===== config.mk =====
export PLATFORM = sky130hd
export DESIGN_NAME = lfsr_gen_flat
export DESIGN_NICKNAME = d
export VERILOG_FILES = /design/src/rtl/lfsr_gen_if.sv /design/src/rtl/lfsr_gen.sv /design/src/flat_wrapper.sv
export SDC_FILE = /design/constraint.sdc
export NUM_CORES = 1
export LEC_CHECK = 0
export ABC_AREA = 0
export CAP_MARGIN = 20
export CORE_MARGIN = 3
export CORE_UTILIZATION = 35
export DETAILED_ROUTE_END_ITERATION = 10
export PLACE_DENSITY_LB_ADDON = 0.25
export SETUP_SLACK_MARGIN = 0.05
export SYNTH_ARGS = -nofsm -noshare
export SYNTH_HDL_FRONTEND = slang
export SYNTH_SLANG_ARGS = --single-unit

===== constraint.sdc =====
create_clock -name clk -period 3.7 [get_ports clk]
set_input_delay 0.74 -clock clk [delete_from_list [all_inputs] [get_ports clk]]
set_output_delay 0.74 -clock clk [all_outputs]
set_load 0.02 [all_outputs]

===== src/rtl/lfsr_gen_if.sv =====
// Control and observation bundle for lfsr_gen.
//   master: drives ena/seed/load/load_value/step and observes the outputs.
//   slave : the generator itself.
// Signals:
//   ena, seed        serial seed mode and the bit shifted in
//   load, load_value parallel seed strobe and value
//   step             advance the register by one shift
//   state            register contents
//   out              serial output, state[WIDTH-1]
//   lockup           state is all zeros
//   wrap             one-cycle pulse when the sequence returns to its reference value
//   period           step count of the last completed cycle
interface lfsr_gen_if #(
    parameter int unsigned WIDTH = 8
);
    logic             ena;
    logic             seed;
    logic             load;
    logic [WIDTH-1:0] load_value;
    logic             step;
    logic [WIDTH-1:0] state;
    logic             out;
    logic             lockup;
    logic             wrap;
    logic [WIDTH-1:0] period;

    modport master (
        output ena, seed, load, load_value, step,
        input  state, out, lockup, wrap, period
    );

    modport slave (
        input  ena, seed, load, load_value, step,
        output state, out, lockup, wrap, period
    );
endinterface


===== src/rtl/lfsr_gen.sv =====
// Parametrised Fibonacci LFSR with parallel and serial seeding, all-zero
// lockup detection with optional auto-recovery, and a period counter.
// Ports:
//   clk  system clock, rising edge
//   rst  asynchronous active-low reset, synchronous release
//   bus  lfsr_gen_if slave modport (controls in, state/out/lockup/wrap/period out)
// Parameters:
//   WIDTH        register length, 3..32
//   TAPS         feedback mask, bit i set means state[i] feeds the XOR
//   RESET_VAL    nonzero value loaded on reset and on auto-recovery
//   AUTO_RECOVER 1: stepping from zero reloads RESET_VAL; 0: register sticks at zero
module lfsr_gen #(
    parameter int unsigned      WIDTH        = 8,
    parameter logic [WIDTH-1:0] TAPS         = WIDTH'(8'hB8),
    parameter logic [WIDTH-1:0] RESET_VAL    = WIDTH'(8'h01),
    parameter bit               AUTO_RECOVER = 1'b1
) (
    input  logic        clk,
    input  logic        rst,
    lfsr_gen_if.slave   bus
);

    localparam logic [WIDTH-1:0] ALL_ONES = '1;

    logic [WIDTH-1:0] state_q,  state_d;
    logic [WIDTH-1:0] ref_q,    ref_d;
    logic [WIDTH-1:0] cnt_q,    cnt_d;
    logic [WIDTH-1:0] period_q, period_d;
    logic             wrap_q,   wrap_d;

    logic             fb;
    logic [WIDTH-1:0] shift_nx;
    logic [WIDTH-1:0] seed_nx;
    logic [WIDTH-1:0] cnt_inc;

    // Feedback and candidate next values
    assign fb       = ^(state_q & TAPS);
    assign shift_nx = {state_q[WIDTH-2:0], fb};
    assign seed_nx  = {state_q[WIDTH-2:0], bus.seed};
    // Step counter saturates rather than wrapping back to zero
    assign cnt_inc  = (cnt_q == ALL_ONES) ? cnt_q : cnt_q + WIDTH'(1);

    // Next-state: load > ena > step > hold
    always_comb begin
        state_d  = state_q;
        ref_d    = ref_q;
        cnt_d    = cnt_q;
        period_d = period_q;
        wrap_d   = 1'b0;
        if (bus.load) begin
            state_d = bus.load_value;
            ref_d   = bus.load_value;
            cnt_d   = '0;
        end else if (bus.ena) begin
            state_d = seed_nx;
            ref_d   = seed_nx;
            cnt_d   = '0;
        end else if (bus.step) begin
            if (state_q == '0) begin
                // Lockup: either restart from RESET_VAL or stay stuck
                if (AUTO_RECOVER) begin
                    state_d = RESET_VAL;
                    ref_d   = RESET_VAL;
                    cnt_d   = '0;
                end
            end else begin
                state_d = shift_nx;
                cnt_d   = cnt_inc;
                if (shift_nx == ref_q) begin
                    wrap_d   = 1'b1;
                    period_d = cnt_inc;
                    cnt_d    = '0;
                end
            end
        end
    end

    // State registers
    always_ff @(posedge clk or negedge rst) begin
        if (!rst) begin
            state_q  <= RESET_VAL;
            ref_q    <= RESET_VAL;
            cnt_q    <= '0;
            period_q <= '0;
            wrap_q   <= 1'b0;
        end else begin
            state_q  <= state_d;
            ref_q    <= ref_d;
            cnt_q    <= cnt_d;
            period_q <= period_d;
            wrap_q   <= wrap_d;
        end
    end

    assign bus.state  = state_q;
    assign bus.out    = state_q[WIDTH-1];
    assign bus.lockup = (state_q == '0);
    assign bus.wrap   = wrap_q;
    assign bus.period = period_q;

endmodule


===== src/flat_wrapper.sv =====
// flat-port wrapper written by rule: the top's interface ports become plain ports
module lfsr_gen_flat 
#(
    parameter int unsigned      WIDTH        = 8,
    parameter logic [WIDTH-1:0] TAPS         = WIDTH'(8'hB8),
    parameter logic [WIDTH-1:0] RESET_VAL    = WIDTH'(8'h01),
    parameter bit               AUTO_RECOVER = 1'b1
)
  (clk, rst, bus_ena, bus_seed, bus_load, bus_load_value, bus_step, bus_state, bus_out, bus_lockup, bus_wrap, bus_period);
  lfsr_gen_if #(.WIDTH(WIDTH)) bus_i ();
  input  logic clk;
  input  logic rst;
  input wire logic [$bits(bus_i.ena)-1:0] bus_ena;
  input wire logic [$bits(bus_i.seed)-1:0] bus_seed;
  input wire logic [$bits(bus_i.load)-1:0] bus_load;
  input wire logic [$bits(bus_i.load_value)-1:0] bus_load_value;
  input wire logic [$bits(bus_i.step)-1:0] bus_step;
  output wire logic [$bits(bus_i.state)-1:0] bus_state;
  output wire logic [$bits(bus_i.out)-1:0] bus_out;
  output wire logic [$bits(bus_i.lockup)-1:0] bus_lockup;
  output wire logic [$bits(bus_i.wrap)-1:0] bus_wrap;
  output wire logic [$bits(bus_i.period)-1:0] bus_period;
  assign bus_i.ena = bus_ena;
  assign bus_i.seed = bus_seed;
  assign bus_i.load = bus_load;
  assign bus_i.load_value = bus_load_value;
  assign bus_i.step = bus_step;
  assign bus_state = bus_i.state;
  assign bus_out = bus_i.out;
  assign bus_lockup = bus_i.lockup;
  assign bus_wrap = bus_i.wrap;
  assign bus_period = bus_i.period;
  lfsr_gen #(.WIDTH(WIDTH), .TAPS(TAPS), .RESET_VAL(RESET_VAL), .AUTO_RECOVER(AUTO_RECOVER)) u_core (.clk(clk), .rst(rst), .bus(bus_i));
endmodule

==> reports/results.txt, run 1 <==
Initial antenna violation count = 0
Cell taking the most area after synthesis = dfrtp_1
Post-DP HPWL = 2577 microns
Total GRT Usage = 13.23%
Synth unique cells = 44
Peak supply drop = 0.2523 mV
Hold bufs inserted after CTS = 0
Sw frac = 27.02%
Crit Path Max Fanout = 7
Clock latency on the worst-skew pair = 0.28 ns
Inserted Clock Buffers = 5
Pint = 0.6261 mW
Worst slew pin tran = 0.7407 ns
Most used DFF post-synth = dfrtp_1
TNS Setup = 0 ns
Post-Syn Instances = 179
Grt total ovfl = 0
Initial Util = 36.83%
Status = finished clean
Sw Pwr = 0.2317 mW
Hold Fails Final Rpt = 0
Kind of critical path = reg2out
Remaining DRCs = 0
CTS tree = done
DRT antenna net count = 0
Sink Count = 33
Yosys reg bits = 33
First DRT Iteration DRCs = 59
Post-synth ARST share = 100.0%
WL/cell = 12.95 microns
Site Rows = 25
Synth Area in Compound Gates = 13.89%
CORE AREA = 4817 sq um
Fmax = 346.3 MHz
FF+latch area = 828.3 sq um
Area Overhead vs Synth = 26.80%
Most frequent cells after synthesis = dfrtp_1 (31), nand2_1 (31), nor2_1 (13), o21ai_0 (12), xnor2_1 (9)
Routed vias = 1354
XOR/XNOR Fraction of Synth Area = 7.193%
Total die area = 5959 sq um
Tcrit/Tclk final = 78.03%
Clock skew = 0.004817 ns
Clock network power share = 31.9%
Final instance area = 2250 sq um
Global-route wire length before repair = 6306 microns
Slew headroom = 50.43%
Avg Vias per Cell = 4.819
Largest net degree at the start of global routing = 34
PD cells = 381.3 nW/um^2
Post-CTS setup buffers = 0
Fin nets = 229
Routed WL = 3639 microns
Die X = 77.20 microns
CP required = 2.96 ns
Min Tclk post-route = 2.887 ns
Final Setup Violations = 0
Placer Congestion = 0.7275
Router iterations before antenna repair = 4
Crit path capture type = output port
Placed cell area = 2160 sq um
H-Tree Depth = 2
I/O Buffers = 32
Post-CTS Resized = 0
Multi-input logic area = 878.3 sq um
Post-synthesis net count = 195
Sequential share of the synthesized area = 46.69%
Logic pwr share = 19.8%
Post-Synth Adder-Cell Area = 1.410%
Ant diodes = 0
Share of cells above drive strength 1 = 11.21%
Number of global-route vias before repair = 1359
Max cap viols = 0
Worst endpoint data arrival time = 2.15 ns
Clock transition at the registers of the reported paths = 0.06 ns
Dpl ws = 0.8104 ns
Post-synth EDFFs = 0
Syn avg cell area = 9.912 sq um
Largest family of logic cells by synthesized area = simple AND/OR/NAND/NOR gates
Worst hold path class = reg2reg
LEAKAGE = 0.9763 nW
Critical Path Start Type = flop
Cell Area, Synth = 1774 sq um
Setup ws final = 0.8127 ns
RSZ-0062 raised after global routing = false
Main area contributors after synthesis = dfrtp_1 (44%), nand2_1 (6.6%), mux2_4 (5.1%)
Boundary pin count = 33
Synth top area share = 43.72%
Clock Path Buffers = 2
Fin. max-slew vios = 0
Yosys Warn Count = 0
Fin util = 46.70%
Post-Synth Simple-Gate Area = 17.98%
Register share of total power = 48.3%
Post-synthesis mux area share = 9.027%
Fillers = 490
Clk root buf = clkbuf_8
Die H = 77.20 microns
-- state kept, by name (all words and copies together), names as in the netlist --
signal,flops
u_core.bus.period,8
u_core.bus.state,8
u_core.cnt_q,8
u_core.ref_q,8
u_core.bus.wrap,1
-- metal layers --
metal	global-route usage (%)	share of wire (%)	vias up
li1	-	-	694
met1	17.45	49	625
met2	20.73	46	30
met3	3.638	4.1	5
met4	4.804	1.4	0
met5	0	0	-
-- power groups by stage --
stage          registers (mW)  logic (mW)  clock network [mW]
5_1_grt                 0.418       0.190               0.294
6_report                0.414       0.170               0.274
4_1_cts                 0.415       0.174               0.286
3_5_place_dp            0.421       0.173                   0
2_1_floorplan           0.431      0.0922                   0
3_3_place_gp            0.421       0.173                   0
-- critical path, stage by stage, from the launching register on --
cell and delay, ns:
dfrtp_1 0.47, nor4_1 0.45, nand3_1 0.20, inv_1 0.14
clkdlybuf4s50_1 0.61
-- placed cells by master (no fill, tap or decap), drive strengths merged, types with 2 or more instances in the layout --
cell / n
clkdlybuf4s50: 32
nand2: 31
dfrtp: 31
nor2: 13
o21ai: 12
xnor2: 10
clkbuf: 8
inv: 7
o211ai: 7
mux2i: 7
mux2: 6
nand3: 5
nor3: 4
buf: 3
and2: 3
nand4: 2
a21oi: 2
a22o: 2
o21bai: 2
or2: 2
a21o: 2
a22oi: 2
ha: 2
dfstp: 2
-- final timing paths --
path                                startpoint                    to  slack, ns  cells after the start
max                        u_core.bus.state[3]            bus_lockup       0.81                      4
min reg2reg                    u_core.ref_q[0]       u_core.ref_q[0]       0.51                      2
min in group asynchronous                  rst  u_core.bus.period[1]       0.87                      2
max reg2reg                u_core.bus.state[4]       u_core.cnt_q[0]       1.34                      7
max in group asynchronous                  rst   u_core.bus.state[0]       2.49                      2
min                            u_core.ref_q[0]       u_core.ref_q[0]       0.51                      2
-- layout make-up --
cell class	count	area share (%)
sequential	33	36.82
inverter	7	1.168
multi-input combinational	131	39.04
clock buffer	8	4.004
timing repair buffer	35	15.24
tap	67	3.726
-- metrics by stage --
stage | total power, mW | cells | hold WS [ns]
3_5_place_dp | 0.5940 | 273 | 0.4920
3_3_place_gp | 0.5934 | 273 | 0.4984
2_1_floorplan | 0.5228 | 179 | 0.4444
5_1_grt | 0.9026 | 281 | 0.5238
6_report | 0.8578 | 281 | 0.5055
4_1_cts | 0.8747 | 281 | 0.5113
-- logic make-up after synthesis --
group / count (synthesis)
flops: 33
simple gates: 68
mux: 13
buf+inv: 15
xor+xnor: 12
fa+ha+maj: 2
compound gates: 36
Power figures use the tool's default switching activity.
==> run 2, diff against run 1 <==
- clock period: 3.7 -> 2.5 ns (I/O delays scaled with it)
==> reports/results.txt, run 2 (same netlist as run 1, synthesis figures left out) <==
Critical Path Start Type = flop
Sink Count = 33
Post-DP HPWL = 2647 microns
CP required = 2.00 ns
Clock skew = 0.007686 ns
Min Tclk post-route = 2.260 ns
Site Rows = 25
Remaining DRCs = 0
RSZ-0062 raised after global routing = false
Status = finished clean
Boundary pin count = 33
Crit path capture type = output port
Total GRT Usage = 13.46%
Share of cells above drive strength 1 = 14.48%
Initial Util = 36.83%
TNS Setup = 0 ns
Area Overhead vs Synth = 30.04%
Reg-to-reg endpoint = u_core.bus.period[1]
First DRT Iteration DRCs = 62
Worst reg2reg setup slack = 0.25 ns
Die X = 77.20 microns
Largest net degree at the start of global routing = 34
Grt total ovfl = 0
Final Setup Violations = 0
Placer Congestion = 0.7329
LEAKAGE = 1.015 nW
Initial antenna violation count = 0
Max cap viols = 0
Worst Setup EP = bus_lockup
Ant diodes = 0
Crit Path Max Fanout = 6
Total die area = 5959 sq um
Fmax = 442.5 MHz
PD cells = 559.6 nW/um^2
Worst endpoint data arrival time = 1.76 ns
Fin nets = 236
Kind of critical path = reg2out
Clock latency on the worst-skew pair = 0.28 ns
Number of global-route vias before repair = 1421
Worst R2R Start = u_core.bus.state[5]
Hold Fails Final Rpt = 0
Peak supply drop = 0.2811 mV
Clock transition at the registers of the reported paths = 0.07 ns
Clk root buf = clkbuf_8
H-Tree Depth = 2
Fin util = 47.90%
Clock Path Buffers = 2
WL/cell = 12.84 microns
Router iterations before antenna repair = 4
Die H = 77.20 microns
CORE AREA = 4817 sq um
Global-route wire length before repair = 6492 microns
CTS tree = done
Inserted Clock Buffers = 5
Worst hold path class = reg2reg
R2R depth = 7
DRT antenna net count = 0
Routed vias = 1398
I/O Buffers = 32
Tcrit/Tclk final = 90.39%
Routed WL = 3699 microns
Avg Vias per Cell = 4.854
Worst Setup SP = u_core.bus.state[2]
Fin. max-slew vios = 0
Most frequent cells in the layout = nand2_1 (31), clkdlybuf4s50_1 (31), dfrtp_1 (31)
Slew headroom = 44.05%
Worst slew pin tran = 0.8329 ns
run 2: cell count changes in the layout (fill, tap and decap cells not counted), sizes merged:
cell,previous run,this run
clkdlybuf4s50,32,31
dlygate4sd2,0,1
buf,3,10
run 2: report_power, final:
group	internal [mW]	switching (mW)	total, mW	leakage, nW
Clock	0.224	0.184	0.408	0.0455
Sequential	0.571	0.0328	0.604	0.418
Combinational	0.144	0.135	0.279	0.551
Total	0.939	0.352	1.29	1.02
run 2: how the worst min path moves through the flow:
stage / start / endpoint / slack, ns / cells after the start
finish: u_core.ref_q[0] / u_core.ref_q[0] / 0.51 / 2
global route: u_core.bus.period[5] / u_core.bus.period[5] / 0.52 / 1
detailed placement: u_core.bus.period[5] / u_core.bus.period[5] / 0.50 / 1
global placement: u_core.ref_q[0] / u_core.ref_q[0] / 0.50 / 2
floorplan: rst / u_core.bus.period[0] / 0.20 / 0
CTS: u_core.ref_q[0] / u_core.ref_q[0] / 0.51 / 2
run 2: critical path, stage by stage, from the launching register on:
cell,delay [ns]
dfrtp_1,0.46
nor4_2,0.35
nand3_1,0.19
inv_1,0.13
dlygate4sd2_1,0.34
run 2: repair_timing:
| action | CTS | global route |
|---|---|---|
| hold buffers | 0 | 0 |
| gates resized for setup | 2 | 0 |
| setup endpoints to repair | 1 | 0 |
| setup buffers | 0 | 0 |
run 2: cell type report:
cell class,count,area [sq um]
Timing Repair Buffer,42,394.1
Fill cell,477,2510
Tap cell,67,83.83
Inverter,7,26.28
Multi-Input combinational cell,131,884.6
Clock buffer,8,90.09
Sequential cell,33,828.3
run 2: metrics by stage:
step	hold slack [ns]	total power [mW]	area, sq um	setup WS [ns]	std cells
floorplan	0.2044	0.7737	1774	0.2330	179
global placement	0.4951	0.8935	2212	0.1543	280
detailed placement	0.4972	0.8942	2212	0.1414	280
CTS	0.5094	1.308	2307	0.2193	288
global route	0.5224	1.358	2307	0.1372	288
finish	0.5071	1.291	2307	0.2402	288
run 2: per-layer routing:
metal / global-route usage, % / routed length, microns / vias up
met3: 3.638 / 164 / 9
met4: 4.626 / 47 / 0
met5: 0 / 0 / -
li1: - / - / 701
met2: 21.24 / 1672 / 29
met1: 17.77 / 1815 / 659
